### src/rtl/generador_rebote.sv
// Emulated mechanical pushbutton: on request it walks btn_out to a target level
// through an LFSR-timed burst of bounces, holds it stable, then pulses done.
module generador_rebote #(
   parameter logic [7:0]  SEED          = 8'hA5,
   parameter int unsigned BOUNCE_PAIRS  = 2,
   parameter int unsigned MIN_HOLD      = 1,
   parameter int unsigned HOLD_BITS     = 2,
   parameter int unsigned SETTLE_CYCLES = 8,
   parameter logic        INIT_LEVEL    = 1'b0
) (
   input  logic clock,
   input  logic reset,
   input  logic start,
   input  logic level,
   output logic btn_out,
   output logic busy,
   output logic done
);

   localparam int unsigned TOTAL = 2 * BOUNCE_PAIRS + 1;
   localparam int unsigned TW    = $clog2(TOTAL + 1);

   typedef enum logic [1:0] {IDLE, BOUNCE, SETTLE, DONE} state_t;

   state_t          state;
   logic [7:0]      lfsr;
   logic [3:0]      hold;
   logic [7:0]      settle;
   logic [TW-1:0]   toggles;
   logic            target;
   logic            feedback;
   logic [3:0]      hold_load;

   // x^8 + x^6 + x^5 + x^4 + 1, shifted left
   always_comb begin
      feedback  = lfsr[7] ^ lfsr[5] ^ lfsr[4] ^ lfsr[3];
      hold_load = 4'(MIN_HOLD) + 4'(lfsr[HOLD_BITS-1:0]);
   end

   always_ff @(posedge clock or posedge reset) begin
      if (reset) begin
         state   <= IDLE;
         btn_out <= INIT_LEVEL;
         busy    <= 1'b0;
         done    <= 1'b0;
         lfsr    <= SEED;
         hold    <= '0;
         settle  <= '0;
         toggles <= '0;
         target  <= INIT_LEVEL;
      end else begin
         lfsr <= {lfsr[6:0], feedback};
         done <= 1'b0;
         case (state)
            IDLE: begin
               if (start) begin
                  if (level != btn_out) begin
                     target  <= level;
                     btn_out <= level;
                     hold    <= hold_load;
                     toggles <= TW'(1);
                     busy    <= 1'b1;
                     if (TOTAL == 1) begin
                        settle <= 8'(SETTLE_CYCLES);
                        state  <= SETTLE;
                     end else begin
                        state  <= BOUNCE;
                     end
                  end else begin
                     done  <= 1'b1;
                     state <= DONE;
                  end
               end
            end
            BOUNCE: begin
               // hold never reaches zero here: <=1 counts as expiry, so no wrap
               if (hold <= 4'd1) begin
                  toggles <= toggles + 1'b1;
                  if (toggles == TW'(TOTAL - 1)) begin
                     btn_out <= target;
                     hold    <= '0;
                     settle  <= 8'(SETTLE_CYCLES);
                     state   <= SETTLE;
                  end else begin
                     btn_out <= ~btn_out;
                     hold    <= hold_load;
                  end
               end else begin
                  hold <= hold - 1'b1;
               end
            end
            SETTLE: begin
               if (settle <= 8'd1) begin
                  settle <= '0;
                  busy   <= 1'b0;
                  done   <= 1'b1;
                  state  <= DONE;
               end else begin
                  settle <= settle - 1'b1;
               end
            end
            DONE: begin
               state <= IDLE;
            end
            default: state <= IDLE;
         endcase
      end
   end

endmodule

### config.mk
export PLATFORM = sky130hd
export DESIGN_NAME = generador_rebote
export DESIGN_NICKNAME = d
export VERILOG_FILES = /design/src/rtl/generador_rebote.sv
export SDC_FILE = /design/constraint.sdc
export NUM_CORES = 1
export LEC_CHECK = 0
export BUFFER_PORTS_ARGS = -buffer_cell sky130_fd_sc_hd__buf_2
export CAP_MARGIN = 10
export CELL_PAD_IN_SITES_DETAIL_PLACEMENT = 0
export CELL_PAD_IN_SITES_GLOBAL_PLACEMENT = 1
export CORE_MARGIN = 4
export CORE_UTILIZATION = 50
export CTS_BUF_LIST = sky130_fd_sc_hd__clkbuf_2
export CTS_CLUSTER_SIZE = 16
export DETAILED_ROUTE_END_ITERATION = 10
export GPL_ROUTABILITY_DRIVEN = 0
export PLACE_DENSITY = 0.79
export SLEW_MARGIN = 20
export SYNTH_ARGS = -nofsm -noshare
export SYNTH_HDL_FRONTEND = slang
export SYNTH_SLANG_ARGS = --single-unit
### constraint.sdc
create_clock -name clock -period 3.8 [get_ports clock]
set_input_delay 0.76 -clock clock [delete_from_list [all_inputs] [get_ports clock]]
set_output_delay 0.76 -clock clock [all_outputs]
set_load 0.005 [all_outputs]
==> reports/results.ini, run 1 <==
[grt]
grt_overflow_total = 0
grt_pass1_vias = 1194
grt.total_usage = 0.170
antenna_found_initial = 0
grt_max_degree = 30
grt_first_pass_wirelength_um = 5480

[logic_synthesis]
syn-num-nets = 168
ys_seq_elements = 29
postSynthAreaPerCell_um2 = 10.6
synth.distinct_cells = 50
yosys-top-cells-area = dfrtp_1 38%, ha_1 7.7%, dfstp_2 6.5%
synth_top_cell_by_area = dfrtp_1
synth_area_um2 = 1630
ys_seq_area_frac = 0.449
synth_top_area_share = 0.385
syn_inst = 154
yosys_warnings = 0

[route]
wl_um = 2990
vias = 1200
dr.pass1.iters = 4
via_per_inst = 5.80
drc_errors = 0
ant_nets = 0
wire_per_inst_um = 14.4
drt_iter0_drc = 44

[power_and_ir_drop]
peakVddDrop_uv = 396
power_density_nw_per_um2 = 746
fin_total_pwr_mw = 1.30
p_leak_nw = 0.806

[placed_design]
port_buffers = 6
place_area_um2 = 1680
dp_hpwl_um = 2110

[cts]
cts.repair.resized = 0
cts_setup_buffers = 0
cts_tree = done
clkSlewWorstSetupHoldPaths_ns = 0.17
cts_buffers = 5
clock_insertion_delay_worst_skew_ns = 0.38
holdBufCountCts = 0
htreeDepth = 2
cts_sinks = 29
clockBufferDepth = 2
root_buffer = clkbuf_2

[sta]
hold_violations = 0
finalSetupViolations = 0
hold_ws_ns = 0.370
fin_setup_tns_ns = 0
drv_slew = 0
finalClockSkew_ns = 0.0149
relSlewSlack = 0.394
rsz0062_at_grt = false
fmax_mhz = 453
worst_pin_slew_ns = 0.899
min_period_ns = 2.21
fin_crit_sh = 0.581

[final_layout]
multiInputGateArea_um2 = 803
design_area_um2 = 1740
fin_nets = 176
utilization = 0.566
drive_above_1_share = 0.178
area_growth_pct = 7.08
nFillCells = 281
layout.area.seq_um2 = 731
n_antenna_cell = 0

[die]
dieWidth_um = 65.0
start_util = 0.528
coreArea_um2 = 3080
dieArea_um2 = 4230
top_level_ports = 7
fp.dieH_um = 65.0
rows = 20

[worst_setup_path]
rrSetupSlack_ns = 1.59
start_kind = flop
worstSetupPathType = flop to flop
critPathRequiredTime_ns = 4.14
crit_fanout = 11
crit_arrival_ns = 2.55
critPathCaptureType = flop

[flow_run]
maxCapViolCount = 0

[min_path]
hold_class = flop to flop

[status]
outcome = finished, final reports clean

[cells in the final DEF, fill, tap and decap left out, types with 2 or more instances in the layout]
master	Yosys	routed
nand2_1	6	6
nor3_1	7	7
inv_1	15	14
ha_1	10	10
dfstp_2	4	4
buf_2	2	6
mux2i_1	6	6
a22o_1	7	7
and3_1	2	2
a31oi_1	5	5
dfrtp_1	25	25
clkbuf_2	0	5
o21ai_0	6	6
nor2_1	8	8
xor2_1	2	2
a21oi_1	2	2
xnor2_1	3	3
o22ai_1	2	2
o21ai_1	7	7
o31a_1	2	2
nand2b_1	2	2
[synth_stat cells, drive strengths merged]
library cell / n
a211oi: 1
a21o: 1
a21oi: 2
a22o: 7
a22oi: 1
a31o: 1
a31oi: 5
a32o: 1
a41o: 1
a41oi: 1
and2b: 1
and3: 2
buf: 5
dfrtp: 25
dfstp: 4
ha: 10
inv: 15
mux2i: 6
nand2: 6
nand2b: 2
nand3: 2
nand4: 1
nand4b: 1
nor2: 9
nor2b: 1
nor3: 8
nor3b: 1
nor4: 1
o21ai: 13
o22a: 2
o22ai: 2
o2bb2ai: 1
o31a: 2
o31ai: 2
o32a: 1
o41ai: 1
or2: 1
or3: 1
or3b: 1
or4: 1
xnor2: 3
xor2: 2
[final cells by class]
type                    instances  area share
clock buffers                   5      0.0144
repair buffers                  6      0.0172
flip-flops and latches         29       0.420
multi-input cells             105       0.461
well taps                      44      0.0316
clock inverters                 3      0.0237
inverters                      15      0.0323
[worst max-delay path: stages (launching register included)]
cell and delay [ns]:
dfrtp_1 0.46, inv_1 0.10, ha_1 0.19, nor2_1 0.11
o41ai_2 0.80, nor2b_4 0.35, a32o_1 0.17
[report_power, final]
| group | internal [mW] | leakage [nW] | switching [mW] |
|---|---|---|---|
| logic | 0.276 | 0.406 | 0.360 |
| registers | 0.374 | 0.363 | 0.0614 |
| clock network | 0.109 | 0.0366 | 0.119 |
| total | 0.759 | 0.806 | 0.540 |
[worst paths after layout]
check	startpoint	end	cells after the start
min	lfsr[6]$_DFF_PP0_	lfsr[7]$_DFF_PP1_	0
max	hold[0]$_DFFE_PP0P_	settle[6]$_DFFE_PP0P_	6
min in group asynchronous	reset	settle[5]$_DFFE_PP0P_	2
max in group asynchronous	reset	lfsr[1]$_DFF_PP0_	2
max reg2reg	hold[0]$_DFFE_PP0P_	settle[6]$_DFFE_PP0P_	6
min reg2reg	lfsr[6]$_DFF_PP0_	lfsr[7]$_DFF_PP1_	0
[sequential cells by signal, indices dropped and copies added, names as in the netlist]
signal	cells
lfsr	8
settle	8
hold	4
toggles	3
state	2
btn_out	1
busy	1
done	1
target	1
[kinds of logic (layout without fill, tap and decap cells)]
kind of cell | Yosys count | in the layout | share of synthesized area
xor gates and xnor gates | 5 | 5 | 0.0269
and+or+nand+nor | 39 | 39 | 0.139
buffers and inverters | 20 | 29 | 0.0569
adders and majority gates | 10 | 10 | 0.0769
DFF | 29 | 29 | 0.449
AOI/OAI and AO/OA | 45 | 45 | 0.214
muxes | 6 | 6 | 0.0369
[per-layer routing]
metal  track usage  up-vias  wire, um  part of all wire
met1         0.230      594      1540              0.52
met3        0.0416        7       108             0.036
met2         0.250       21      1270              0.43
li1              -      578         -                 -
met4        0.0933        0        65             0.022
met5             0        -         0                 0
[metrics by stage]
step,setup WS (ns),cells
floorplan,2.16,154
finish,1.59,207
CTS,1.59,207
detailed placement,1.61,199
global route,1.29,207
global placement,1.64,199
Power figures use the tool's default switching activity.
==> run 2, diff against run 1 <==
--- a/config.mk
+++ b/config.mk
@@ -10,12 +10,12 @@
 export CELL_PAD_IN_SITES_DETAIL_PLACEMENT = 0
 export CELL_PAD_IN_SITES_GLOBAL_PLACEMENT = 1
 export CORE_MARGIN = 4
-export CORE_UTILIZATION = 50
+export CORE_UTILIZATION = 46
 export CTS_BUF_LIST = sky130_fd_sc_hd__clkbuf_2
 export CTS_CLUSTER_SIZE = 16
 export DETAILED_ROUTE_END_ITERATION = 10
 export GPL_ROUTABILITY_DRIVEN = 0
-export PLACE_DENSITY = 0.79
+export PLACE_DENSITY = 0.76
 export SLEW_MARGIN = 20
 export SYNTH_ARGS = -nofsm -noshare
 export SYNTH_HDL_FRONTEND = slang
==> constraint.sdc (replaced) <==
create_clock -name clock -period 1.8 [get_ports clock]
set_input_delay 0.36 -clock clock [delete_from_list [all_inputs] [get_ports clock]]
set_output_delay 0.36 -clock clock [all_outputs]
set_load 0.005 [all_outputs]
==> reports/results.ini, run 2 (synthesis gave the netlist of run 1 again) <==
[final_layout]
design_area_um2 = 1840  ; +5.9%
drive_above_1_share = 0.251  ; +0.0735
top_regs = lfsr (8), settle (8), hold (4)
area_growth_pct = 13.4
fin_nets = 188  ; +6.8%
layout_commonest_cell = dfrtp_1
n_antenna_cell = 0  ; unchanged
utilization = 0.548  ; -0.0175
final_cell_mix = 25 x dfrtp_1, 13 x inv_1, 11 x buf_4
stdcell_count = 221  ; +6.8%

[worst_setup_path]
cp_slowest_cell = dfrtp_1
crit_buf_inv = 2  ; +1
crit_fanout = 5  ; -6
critPathCaptureType = flop
critPathRequiredTime_ns = 2.11  ; -2.03 ns
path_cells = inv_2 > ha_4 > nand3_4 > o41ai_4 > buf_4 > nor2b_4 > a32o_1
worstSetupPathType = flop to flop
path_delay_family = compound AO/OA/AOI/OAI gates
start_kind = flop
critical_path.max_stage_delay_ns = 0.42  ; -0.38 ns
crit_arrival_ns = 2.13  ; -0.42 ns

[grt]
grt_pass1_vias = 1228  ; +2.8%
antenna_found_initial = 0  ; unchanged
grt.total_usage = 0.160  ; -0.0109
grt_first_pass_wirelength_um = 5380  ; -1.9%
grt_overflow_total = 0  ; unchanged
grt_max_degree = 30  ; unchanged

[cts]
clkSlewWorstSetupHoldPaths_ns = 0.14  ; -0.03 ns
cts_buffers = 5  ; unchanged
clock_insertion_delay_worst_skew_ns = 0.36  ; -0.02 ns
clockBufferDepth = 2  ; unchanged
cts_tree = done
htreeDepth = 2  ; unchanged
holdBufCountCts = 0  ; unchanged
cts_sinks = 29  ; unchanged
root_buffer = clkbuf_2

[sta]
hold_ws_ns = 0.0395  ; -0.331 ns
drv_slew = 0  ; unchanged
finalSetupViolations = 1  ; +1
rsz0062_at_grt = true
hold_violations = 0  ; unchanged
min_period_ns = 1.82  ; -0.388 ns
fin_crit_sh = 1.01  ; +0.430
fin_setup_tns_ns = -0.0209  ; -0.0209 ns
setup_ws_ns = -0.0209  ; -1.61 ns
finalClockSkew_ns = 0.00531  ; -0.00962 ns
worst_pin_slew_ns = 0.416  ; -0.483 ns
relSlewSlack = 0.721  ; +0.326
fmax_mhz = 549  ; +21%

[die]
coreArea_um2 = 3360  ; +9.3%
start_util = 0.484  ; -0.0448
dieWidth_um = 67.5  ; +3.7%
dieArea_um2 = 4550  ; +7.6%
rows = 21  ; +5.0%
top_level_ports = 7  ; unchanged
fp.dieH_um = 67.5  ; +3.7%

[placed_design]
pre_cts_slack_ns = -0.00441  ; -1.61 ns
dp_hpwl_um = 2280  ; +8.4%
place_area_um2 = 1740  ; +3.7%
port_buffers = 6  ; unchanged
dp.cells = 209  ; +5.0%

[route]
met2_length_um = 1690  ; +33%
vias = 1239  ; +3.3%
wire_per_inst_um = 15.0  ; +3.9%
drc_errors = 0  ; unchanged
route.met3.wl_um = 119  ; +10%
dr.pass1.iters = 6  ; +2
via_per_inst = 5.61  ; -3.3%
highest_layer = met4
ant_nets = 0  ; unchanged
wl_um = 3310  ; +11%
wl_met1_um = 1470  ; -4.8%
drt_iter0_drc = 54  ; +23%

[power_and_ir_drop]
p_leak_nw = 0.861  ; +6.9%
fin_total_pwr_mw = 2.93  ; +130%
swShare = 0.419  ; +0.00352
p_int_mw = 1.70  ; +120%
p_comb_frac = 0.581  ; +0.092
peakVddDrop_uv = 817  ; +110%
p_sw_mw = 1.23  ; +130%
power_density_nw_per_um2 = 1590  ; +110%
power_frac_clock = 0.105  ; -0.070
p_seq_frac = 0.314  ; -0.021

[status]
violations = setup timing
outcome = complete, but fails checks

[flow_run]
maxCapViolCount = 0  ; unchanged

[min_path]
hold_class = input pin to asynchronous set/reset pin

-- run 2: layout make-up --
cell class	count	area, um2
fillers	335	1520
multi-input cells	105	845
clock inverters	3	12.5
well taps	46	57.6
inverters	15	56.3
flip-flops and latches	29	731
repair buffers	18	118
clock buffers	5	25.0
-- run 2: metal layers --
layer / up-vias / track usage
met3: 5 / 0.0532
met2: 21 / 0.261
met1: 611 / 0.186
met5: - / 0
met4: 0 / 0.0785
li1: 602 / -
-- run 2: final timing paths --
path                                           start               endpoint  slack [ns]  cells after the start
worst max-delay path            state[0]$_DFFE_PP0P_  settle[6]$_DFFE_PP0P_       -0.02                      7
worst min-delay path                           reset  settle[5]$_DFFE_PP0P_        0.04                      3
worst max register to register  state[0]$_DFFE_PP0P_  settle[6]$_DFFE_PP0P_       -0.02                      7
worst min register to register     lfsr[6]$_DFF_PP0_      lfsr[7]$_DFF_PP1_        0.38                      0
max in group asynchronous                      reset      lfsr[0]$_DFF_PP1_        1.44                      3
min in group clock                             level     target$_DFFE_PP0P_        0.28                      3
-- run 2: timing repair --
item / CTS / global route
pin swaps: 0 / 6
setup endpoints to repair: 2 / 15
gates resized for setup: 1 / 7
gates cloned: 0 / 1
buffers inserted: 2 / 1
-- run 2: worst reg2reg max path: stages (launching register included) --
cell and delay, ns:
dfrtp_1 0.42, inv_2 0.07, ha_4 0.29, nand3_4 0.08, o41ai_4 0.34, buf_4 0.20, nor2b_4 0.19, a32o_1 0.17
-- run 2: power groups by stage --
| stage | Sequential (mW) | Combinational [mW] | Clock, mW |
|---|---|---|---|
| floorplan | 0.904 | 1.13 | 0 |
| global placement | 0.917 | 1.42 | 0 |
| detailed placement | 0.926 | 1.46 | 0 |
| CTS | 0.914 | 1.54 | 0.319 |
| global route | 0.939 | 1.91 | 0.350 |
| finish | 0.920 | 1.70 | 0.308 |
